$ cat src/rtl/spi_pkg.sv
// Shared definitions for the SPI shift master: FSM state encoding,
// SPI mode constants {CPOL, CPHA} and a mode helper.
package spi_pkg;

    typedef enum logic [2:0] {
        IDLE  = 3'd0,
        SETUP = 3'd1,
        SHIFT = 3'd2,
        HOLD  = 3'd3,
        GAP   = 3'd4
    } state_t;

    localparam logic [1:0] MODE0 = 2'b00;
    localparam logic [1:0] MODE1 = 2'b01;
    localparam logic [1:0] MODE2 = 2'b10;
    localparam logic [1:0] MODE3 = 2'b11;

    // Modes 0 and 2 sample on the leading SCLK edge, 1 and 3 on the trailing.
    function automatic logic lead_sample(input logic [1:0] mode);
        logic r;
        r = 1'b0;
        unique case (mode)
            MODE0, MODE2: r = 1'b1;
            MODE1, MODE3: r = 1'b0;
            default:      r = 1'b0;
        endcase
        return r;
    endfunction

endpackage

$ cat src/rtl/spi_shift_master_if.sv
// Bus bundle of the SPI shift master: start/busy/done handshake, words
// in and out, and the SPI pins. master = engine side, slave = user side.
interface spi_shift_master_if #(
    parameter int WIDTH = 40
);
    logic             start_in;
    logic [WIDTH-1:0] data_in;
    logic             miso_in;
    logic [WIDTH-1:0] data_out;
    logic             busy_out;
    logic             done_out;
    logic             sclk_out;
    logic             mosi_out;
    logic             cs_n_out;

    modport master (
        input  start_in, data_in, miso_in,
        output data_out, busy_out, done_out,
        output sclk_out, mosi_out, cs_n_out
    );

    modport slave (
        output start_in, data_in, miso_in,
        input  data_out, busy_out, done_out,
        input  sclk_out, mosi_out, cs_n_out
    );
endinterface

$ cat src/rtl/spi_tick_gen.sv
// Half-period tick enable: counts CLK_DIV-1 down to 0, ticks at 0.
// Ports: clk, rst_n (async, active low), load (sync restart), tick.
module spi_tick_gen #(
    parameter int CLK_DIV = 4
) (
    input  logic clk,
    input  logic rst_n,
    input  logic load,
    output logic tick
);
    localparam int CW = $clog2(CLK_DIV) + 1;
    localparam logic [CW-1:0] RELOAD = CW'(CLK_DIV - 1);

    logic [CW-1:0] cnt_q;

    always_ff @(posedge clk or negedge rst_n) begin
        if (!rst_n) begin
            cnt_q <= RELOAD;
        end else if (load || cnt_q == '0) begin
            cnt_q <= RELOAD;
        end else begin
            cnt_q <= cnt_q - CW'(1);
        end
    end

    assign tick = (cnt_q == '0);
endmodule

$ cat src/rtl/spi_shift_master.sv
// Full-duplex SPI shift master with configurable width, bit order, mode
// and SCLK divider. Ports: clk_in, rst_n_in (async, active low), bus.
module spi_shift_master
    import spi_pkg::*;
#(
    parameter int WIDTH     = 40,
    parameter int CLK_DIV   = 4,
    parameter bit CPOL      = 1'b1,
    parameter bit CPHA      = 1'b1,
    parameter bit MSB_FIRST = 1'b1
) (
    input  logic               clk_in,
    input  logic               rst_n_in,
    spi_shift_master_if.master bus
);
    localparam logic [1:0] MODE = {CPOL, CPHA};
    localparam bit LEAD_SAMPLE = lead_sample(MODE);
    localparam int EW = $clog2(2 * WIDTH) + 1;
    localparam logic [EW-1:0] LAST_EDGE = EW'(2 * WIDTH - 1);

    state_t           state_q, state_d;
    logic [EW-1:0]    edge_q, edge_d;
    logic [WIDTH-1:0] tx_q, tx_d;
    logic [WIDTH-1:0] rx_q, rx_d;
    logic [WIDTH-1:0] dout_q, dout_d;
    logic             sclk_q, sclk_d;
    logic             mosi_q, mosi_d;
    logic             cs_n_q, cs_n_d;
    logic             busy_q, busy_d;
    logic             done_q, done_d;
    logic             tick, load;
    logic             lead, sample, drive;

    function automatic logic first_bit(input logic [WIDTH-1:0] v);
        return MSB_FIRST ? v[WIDTH-1] : v[0];
    endfunction

    function automatic logic [WIDTH-1:0] shift_out(input logic [WIDTH-1:0] v);
        return MSB_FIRST ? {v[WIDTH-2:0], 1'b0} : {1'b0, v[WIDTH-1:1]};
    endfunction

    function automatic logic [WIDTH-1:0] shift_in(input logic [WIDTH-1:0] v,
                                                  input logic b);
        return MSB_FIRST ? {v[WIDTH-2:0], b} : {b, v[WIDTH-1:1]};
    endfunction

    spi_tick_gen #(.CLK_DIV(CLK_DIV)) u_tick (
        .clk   (clk_in),
        .rst_n (rst_n_in),
        .load  (load),
        .tick  (tick)
    );

    // Every state change restarts the half-period count.
    assign load = (state_d != state_q);

    always_comb begin
        state_d = state_q;
        edge_d  = edge_q;
        tx_d    = tx_q;
        rx_d    = rx_q;
        dout_d  = dout_q;
        sclk_d  = sclk_q;
        mosi_d  = mosi_q;
        cs_n_d  = cs_n_q;
        busy_d  = busy_q;
        done_d  = 1'b0;
        lead    = ~edge_q[0];
        sample  = LEAD_SAMPLE ? lead : ~lead;
        // Drive on the non-sampling edge; never on the final edge.
        drive   = ~sample && (edge_q != LAST_EDGE);
        unique case (state_q)
            IDLE: begin
                cs_n_d = 1'b1;
                mosi_d = 1'b0;
                sclk_d = CPOL;
                busy_d = 1'b0;
                if (bus.start_in) begin
                    tx_d    = bus.data_in;
                    busy_d  = 1'b1;
                    state_d = SETUP;
                end
            end
            SETUP: begin
                cs_n_d = 1'b0;
                edge_d = '0;
                // Leading-edge sampling needs the first bit out before
                // any edge; cs_n_q still high marks the first cycle.
                if (LEAD_SAMPLE && cs_n_q) begin
                    mosi_d = first_bit(tx_q);
                    tx_d   = shift_out(tx_q);
                end
                if (tick) state_d = SHIFT;
            end
            SHIFT: begin
                if (tick) begin
                    sclk_d = ~sclk_q;
                    if (drive) begin
                        mosi_d = first_bit(tx_q);
                        tx_d   = shift_out(tx_q);
                    end
                    if (sample) rx_d = shift_in(rx_q, bus.miso_in);
                    if (edge_q == LAST_EDGE) state_d = HOLD;
                    else edge_d = edge_q + EW'(1);
                end
            end
            HOLD: begin
                if (tick) begin
                    cs_n_d  = 1'b1;
                    mosi_d  = 1'b0;
                    dout_d  = rx_q;
                    done_d  = 1'b1;
                    state_d = GAP;
                end
            end
            GAP: begin
                if (tick) begin
                    busy_d  = 1'b0;
                    state_d = IDLE;
                end
            end
            default: state_d = IDLE;
        endcase
    end

    always_ff @(posedge clk_in or negedge rst_n_in) begin
        if (!rst_n_in) begin
            state_q <= IDLE;
            edge_q  <= '0;
            tx_q    <= '0;
            rx_q    <= '0;
            dout_q  <= '0;
            sclk_q  <= CPOL;
            mosi_q  <= 1'b0;
            cs_n_q  <= 1'b1;
            busy_q  <= 1'b0;
            done_q  <= 1'b0;
        end else begin
            state_q <= state_d;
            edge_q  <= edge_d;
            tx_q    <= tx_d;
            rx_q    <= rx_d;
            dout_q  <= dout_d;
            sclk_q  <= sclk_d;
            mosi_q  <= mosi_d;
            cs_n_q  <= cs_n_d;
            busy_q  <= busy_d;
            done_q  <= done_d;
        end
    end

    assign bus.data_out = dout_q;
    assign bus.busy_out = busy_q;
    assign bus.done_out = done_q;
    assign bus.sclk_out = sclk_q;
    assign bus.mosi_out = mosi_q;
    assign bus.cs_n_out = cs_n_q;
endmodule
$ cat src/flat_wrapper.sv
// flat-port wrapper written by rule: the top's interface ports become plain ports
module spi_shift_master_flat import spi_pkg::*;
#(
    parameter int WIDTH     = 40,
    parameter int CLK_DIV   = 4,
    parameter bit CPOL      = 1'b1,
    parameter bit CPHA      = 1'b1,
    parameter bit MSB_FIRST = 1'b1
)
  (clk_in, rst_n_in, bus_start_in, bus_data_in, bus_miso_in, bus_data_out, bus_busy_out, bus_done_out, bus_sclk_out, bus_mosi_out, bus_cs_n_out);
  spi_shift_master_if #(.WIDTH(WIDTH)) bus_i ();
  input  logic clk_in;
  input  logic rst_n_in;
  input wire logic [$bits(bus_i.start_in)-1:0] bus_start_in;
  input wire logic [$bits(bus_i.data_in)-1:0] bus_data_in;
  input wire logic [$bits(bus_i.miso_in)-1:0] bus_miso_in;
  output wire logic [$bits(bus_i.data_out)-1:0] bus_data_out;
  output wire logic [$bits(bus_i.busy_out)-1:0] bus_busy_out;
  output wire logic [$bits(bus_i.done_out)-1:0] bus_done_out;
  output wire logic [$bits(bus_i.sclk_out)-1:0] bus_sclk_out;
  output wire logic [$bits(bus_i.mosi_out)-1:0] bus_mosi_out;
  output wire logic [$bits(bus_i.cs_n_out)-1:0] bus_cs_n_out;
  assign bus_i.start_in = bus_start_in;
  assign bus_i.data_in = bus_data_in;
  assign bus_i.miso_in = bus_miso_in;
  assign bus_data_out = bus_i.data_out;
  assign bus_busy_out = bus_i.busy_out;
  assign bus_done_out = bus_i.done_out;
  assign bus_sclk_out = bus_i.sclk_out;
  assign bus_mosi_out = bus_i.mosi_out;
  assign bus_cs_n_out = bus_i.cs_n_out;
  spi_shift_master #(.WIDTH(WIDTH), .CLK_DIV(CLK_DIV), .CPOL(CPOL), .CPHA(CPHA), .MSB_FIRST(MSB_FIRST)) u_core (.clk_in(clk_in), .rst_n_in(rst_n_in), .bus(bus_i));
endmodule
$ cat config.mk
export PLATFORM = sky130hd
export DESIGN_NAME = spi_shift_master_flat
export DESIGN_NICKNAME = d
export VERILOG_FILES = /design/src/rtl/spi_pkg.sv /design/src/rtl/spi_shift_master_if.sv /design/src/rtl/spi_tick_gen.sv /design/src/rtl/spi_shift_master.sv /design/src/flat_wrapper.sv
export SDC_FILE = /design/constraint.sdc
export NUM_CORES = 1
export LEC_CHECK = 0
export BUFFER_PORTS_ARGS = -buffer_cell sky130_fd_sc_hd__buf_2
export CAP_MARGIN = 30
export CORE_ASPECT_RATIO = 0.8
export CORE_MARGIN = 2
export CORE_UTILIZATION = 30
export CTS_CLUSTER_SIZE = 16
export DETAILED_ROUTE_END_ITERATION = 7
export PLACE_DENSITY = 0.53
export SYNTH_ARGS = -nofsm -noshare
export SYNTH_HDL_FRONTEND = slang
export SYNTH_SLANG_ARGS = --single-unit
$ cat constraint.sdc
create_clock -name clk_in -period 2.4 [get_ports clk_in]
set_input_delay 0.36 -clock clk_in [delete_from_list [all_inputs] [get_ports clk_in]]
set_output_delay 0.36 -clock clk_in [all_outputs]
set_load 0.03 [all_outputs]
---- Word-level counts from Yosys, hierarchy flattened ----
Cells that the tools add are included.
word-level totals
  register bits after elaboration ......... 139
  bits in latches ......................... 0
  memory bits (writable) .................. 0
  bits in read-only memories .............. 0
  input port bits ......................... 44
  output and inout bits ................... 45
  logic and storage cells ................. 72
  memories ................................ 0
operators by class
  add/sub/neg operators ................... 2
  multipliers ............................. 0
  div/mod/pow operators ................... 0
  magnitude comparators ................... 0
  equality and inequality tests ........... 13
  shift operators ......................... 0
  mux-type cells .......................... 27
  bitwise operators ....................... 2
  reduce and logical (&&, ||, !) cells .... 17
operator list
  cell                                                                    number
  40-bit two-way mux                                                      3
  40-bit case mux with 2 select lines                                     1
  3-bit two-way mux                                                       7
  8-bit two-way mux                                                       2
  8-bit case mux with 2 select lines                                      1
  3-bit case mux with 5 select lines                                      1
  8-bit by 1-bit adder with 8-bit output (second input constant)          1
  8-bit by 7-bit equality test with 1-bit output (second input constant)  1
  1-bit two-way mux                                                       8
  2-bit by 1-bit != test with 1-bit output (second input constant)        4
  8-bit by 7-bit != test with 1-bit output (second input constant)        1
  2-bit AND reduction                                                     4
  4-bit AND reduction                                                     2
  3-bit by 2-bit equality test with 1-bit output (second input constant)  2
  3-bit logical NOT                                                       2
  1-bit case mux with 3 select lines                                      2
  3-bit AND reduction                                                     2
  2-bit nonzero test                                                      3
  3-bit nonzero test                                                      2
  2-bit != test (second input constant)                                   2
  1-bit case mux with 2 select lines                                      2
  3-bit by 1-bit equality test with 1-bit output (second input constant)  1
  3-bit equality test (second input constant)                             1
  3-bit != test                                                           1
  4 further kinds                                                         5

---- Depth between registers and ports, before layout ----
  depth in word-level cells ............... 7
  depth in mapped cells ................... 7

---- Hierarchy ----
From an unflattened synthesis, not the netlist that was laid out.
second synthesis, totals
  cell total of the unflattened synthesis .. 404
  area total of the unflattened synthesis .. 5941.9 um^2
by module, submodules not included
  module            times used  cells an instance  area each (um^2)  seq. area each (um^2)
  spi_shift_master  1           391                5786.8            3405.8
  spi_tick_gen      1           13                 155.1             77.6

---- Worst setup path after synthesis ----
No wires, ideal clock.
  path kind ............................... reg2reg
  start ................................... register u_core.edge_q[0]
  end ..................................... register u_core.tx_q[0]
  setup time .............................. 0.125 ns
  data arrival time ....................... 1.790 ns
  required time ........................... 2.275 ns
  setup slack ............................. 0.485 ns
  stages on the path, launching flop included .. 7
  path buffers ............................ 1
  period minus slack after synthesis ...... 1.915 ns
  path through ............................ dfrtp_1 > ha_1 > and3_1 > a211o_1 > o21a_4 > buf_6 > mux2_4
between the ends
  cells in the longest elaborated chain, start to end .. 4
  elaborated cells between the ends (all ways) .. 5
RTL lines
  what                                                                   line                     RTL
  start: declaration                                                     spi_shift_master.sv:22   logic [EW-1:0] edge_q, edge_d;
  start signal: assignment                                               spi_shift_master.sv:140  edge_q <= edge_d;
  8-bit by 7-bit != test with 1-bit output or 1-bit NOT (tied branches)  --
  1-bit logical AND *                                                    spi_shift_master.sv:71   drive = ~sample && (edge_q != LAST_EDGE);
  2-bit by 1-bit != test with 1-bit output (no source line) *            --
  4-bit AND reduction (no source line) *                                 --
  end signal: assignment                                                 spi_shift_master.sv:141  tx_q <= tx_d;
  end: declaration                                                       spi_shift_master.sv:23   logic [WIDTH-1:0] tx_q, tx_d;
Every way passes the cells marked *; elsewhere a longest branch is shown, timed or not.
A chain may end at the register's enable or synchronous reset.

---- Worst setup path after layout ----
  start ................................... register u_core.edge_q[0]
  end ..................................... register u_core.tx_q[33]
The elaborated chain is that of the path after synthesis.

==> metrics.txt <==
worst hold path depth 2; placeable core region between 0.015 and 0.02 mm^2; number of buffers and inverters on the critical path 0; die outline height ~130 um; launching element type of the critical path flip-flop; count of final hold-check violations 0; Final Util 37.4%; Worst EP arrival approximately 2600 ps; worst hold start bus_miso_in; reported max-cap violation count 0; Detailed Route Iter0 Violations 160; effective utilization at floorplan a little under a third; total number of vias approximately 3400; total inserted antenna cells 0; internal power approximately 5.4 mW; area growth from synthesis to final layout 22.5%; synthesized cell area roughly 0.0061 mm^2; biggest fanout along the worst timing path 40; sequential fraction of the synthesis area between 50 and 60%; vias in the first global route between 3000 and 4000; CP Class flip-flop to flip-flop; setup slack after placement around 150 ps; switching power of the nets ~2.1 mW; Slowest cell on crit path sky130_fd_sc_hd__o21a_4; maximum single-stage delay on the critical path between 600 and 700 ps; Post-Place Cells around 740; total iterations of the first detailed-routing run 4; Sink Count between 100 and 150; switching share of power between 20% and 30%; chip width roughly 160 um; most used flip-flop cell after synthesis sky130_fd_sc_hd__dfrtp_1; share of final-layout standard cells stronger than drive strength 1 about three fifths; critical path cell sequence ha_1, and3_1, a211o_1, o21a_4, mux2_4; Data required, critical path 2690 ps; total routing usage reported by global routing between 10% and 20%; launching point of the worst reg2reg path u_core.edge_q[0]; net total in the final layout 540; Post-CTS Repair Setup Buffers 0; clock transition time at the flip-flop clock pins of the worst setup and hold paths 60 ps; Multi-input gate area 0.00244 mm^2; slew of the pin with the lowest slew margin roughly 830 ps; sequential group share of total power 41.9%; final period demand of the worst path between 2000 and 2500 ps; critical path depth in cells 5; run status finished clean; number of CTS-inserted buffers 17; critical path endpoint category flip-flop; final non-filler cell area ~0.0074 mm^2; final setup violating endpoints 0; static leakage roughly 3.7 nW; remaining number of nets flagged by the antenna check after routing 0; wire length per cell after detailed routing between 10 and 15 um; top-level port count 89; Post-Syn Instances 396; die area about 0.021 mm^2; PortBufs ~90; final worst setup slack approximately 120 ps; number of distinct library cell variants in the gate-level netlist after synthesis 39; total wirelength of the detailed-routed design between 10 and 15 mm; clock power share roughly 33%; num rows 46; proportion of power drawn by combinational gates between 20% and 30%; Async SR Flop Fraction 100%; most frequent standard cell in the layout excluding fill and tap cells sky130_fd_sc_hd__dfrtp_1; placement-stage cell area 0.00684 mm^2; largest net degree at the start of global routing 60; unrepaired setup endpoints after global routing no; final weighted congestion in routability-driven placement just over 0.7; number of nets produced by synthesis about 440; clock insertion delay at the later pin of the skew report about 410 ps; Final Slew Violations 0; crit path from u_core.edge_q[0]; worst hold slack across all endpoints between 150 and 200 ps; depth of the worst register-to-register path 5; HPWL after DPL between 7 and 8 mm; final cell count without fillers 770; Yosys reg bits around 140; via density per instance 4.44; Pwr Total roughly 7.5 mW; number of fillers in the final layout 1894; Clock Skews 7.33 ps; setup tns final 0 ps; most frequent cells in the layout 135 x sky130_fd_sc_hd__dfrtp_1, 118 x sky130_fd_sc_hd__mux2_2, 87 x sky130_fd_sc_hd__buf_2; overflow left after global routing 0; first-pass GRT wire length 18.7 mm; TritonCTS clock tree yes; worst ir drop on vdd approximately 0.45 mV; Rel. slew slack roughly 44%; EDFF count, synth 0; mean post-synth cell area around 15 um^2; count of yosys warnings during synthesis 0; worst min-delay path category input port to flip-flop; initial antenna violation count 0; Seq. cell area 0.00348 mm^2; # DRC 0; delay-heaviest family, CP compound AO/OA/AOI/OAI gates; achievable frequency 439 MHz; Final period util 95.0%; Pwr Density ~1000 mW/mm^2; clock root buffer master sky130_fd_sc_hd__clkbuf_16; Bufs on Longest Clock Path 2; H-tree levels 4
worst register-to-register path, cell delays in order, from the launching register on:
cell,delay (ps)
sky130_fd_sc_hd__dfrtp_1,490
sky130_fd_sc_hd__ha_1,260
sky130_fd_sc_hd__and3_1,190
sky130_fd_sc_hd__a211o_1,160
sky130_fd_sc_hd__o21a_4,670
sky130_fd_sc_hd__mux2_4,390
registers in the layout, indices dropped and copies added (netlist names):
| signal | flops |
|---|---|
| u_core.rx_q | 40 |
| u_core.bus.mosi_out | 1 |
| u_core.bus.data_out | 40 |
| u_core.bus.done_out | 1 |
| u_core.edge_q | 8 |
| u_core.bus.sclk_out | 1 |
| u_core.bus.cs_n_out | 1 |
| u_core.bus.busy_out | 1 |
| u_core.state_q | 3 |
| u_core.u_tick.cnt_q | 3 |
| u_core.tx_q | 40 |
power groups by stage:
stage	registers [mW]	logic (mW)	clock network, mW
floorplan	3.11	1.53	0
global placement	3.14	1.87	0
detailed placement	3.15	1.93	0
CTS	3.13	1.93	2.53
global route	3.20	2.06	2.66
finish	3.13	1.89	2.45
worst paths after layout:
check	end	slack, ps
setup / recovery	u_core.tx_q[33]	120
max in group asynchronous	u_core.u_tick.cnt_q[1]	1260
hold / removal	u_core.rx_q[0]	190
min in group asynchronous	u_core.bus.data_out[21]	490
setup reg to reg	u_core.tx_q[33]	120
hold reg to reg	u_core.u_tick.cnt_q[0]	450
timing repair:
action	CTS	global route
hold buffers	1	0
setup endpoints to repair	0	1
gates resized for setup	0	1
endpoints found under the hold margin	56	0
synthesized netlist by cell type (2+ instances only):
master | count | area [um^2]
sky130_fd_sc_hd__or3_1 | 2 | 12.5
sky130_fd_sc_hd__o311ai_0 | 2 | 17.5
sky130_fd_sc_hd__ha_1 | 3 | 37.5
sky130_fd_sc_hd__mux2_2 | 118 | 1330
sky130_fd_sc_hd__o21ai_0 | 6 | 30.0
sky130_fd_sc_hd__buf_6 | 4 | 45.0
sky130_fd_sc_hd__nor2_1 | 6 | 22.5
sky130_fd_sc_hd__nand3_1 | 7 | 35.0
sky130_fd_sc_hd__and2_1 | 3 | 18.8
sky130_fd_sc_hd__o31ai_1 | 3 | 22.5
sky130_fd_sc_hd__xor2_1 | 3 | 26.3
sky130_fd_sc_hd__buf_2 | 15 | 75.1
sky130_fd_sc_hd__mux2i_1 | 2 | 20.0
sky130_fd_sc_hd__o211ai_1 | 3 | 22.5
sky130_fd_sc_hd__nor2b_1 | 3 | 18.8
sky130_fd_sc_hd__mux2_4 | 39 | 586
sky130_fd_sc_hd__nand2_1 | 8 | 30.0
sky130_fd_sc_hd__inv_1 | 5 | 18.8
sky130_fd_sc_hd__a21oi_1 | 4 | 20.0
sky130_fd_sc_hd__nand4_1 | 3 | 18.8
sky130_fd_sc_hd__dfstp_2 | 4 | 105
sky130_fd_sc_hd__dfrtp_1 | 135 | 3380
sky130_fd_sc_hd__nand3b_1 | 2 | 15.0
cell families after synthesis:
logic type                 share of synthesized area, %
AOI/OAI and AO/OA                                  2.96
xor gates and xnor gates                          0.434
adders and majority gates                         0.620
buffers and inverters                              2.36
DFF                                                57.6
muxes                                              32.0
and+or+nand+nor                                    4.09
layer usage:
metal	global-route usage [%]	vias to the layer above	wire [um]
li1	-	1615	-
met1	14.9	1727	5290
met2	17.9	60	5410
met3	3.41	13	480
met4	4.06	0	141
met5	0	-	0
area by class of cell:
| type | count | share of cell area [%] |
|---|---|---|
| repair buffers | 98 | 7.92 |
| clock inverters | 11 | 1.15 |
| well taps | 264 | 4.46 |
| flip-flops and latches | 139 | 47.0 |
| clock buffers | 21 | 6.35 |
| inverters | 5 | 0.253 |
| multi-input cells | 232 | 32.9 |
Power figures use the tool's default switching activity.
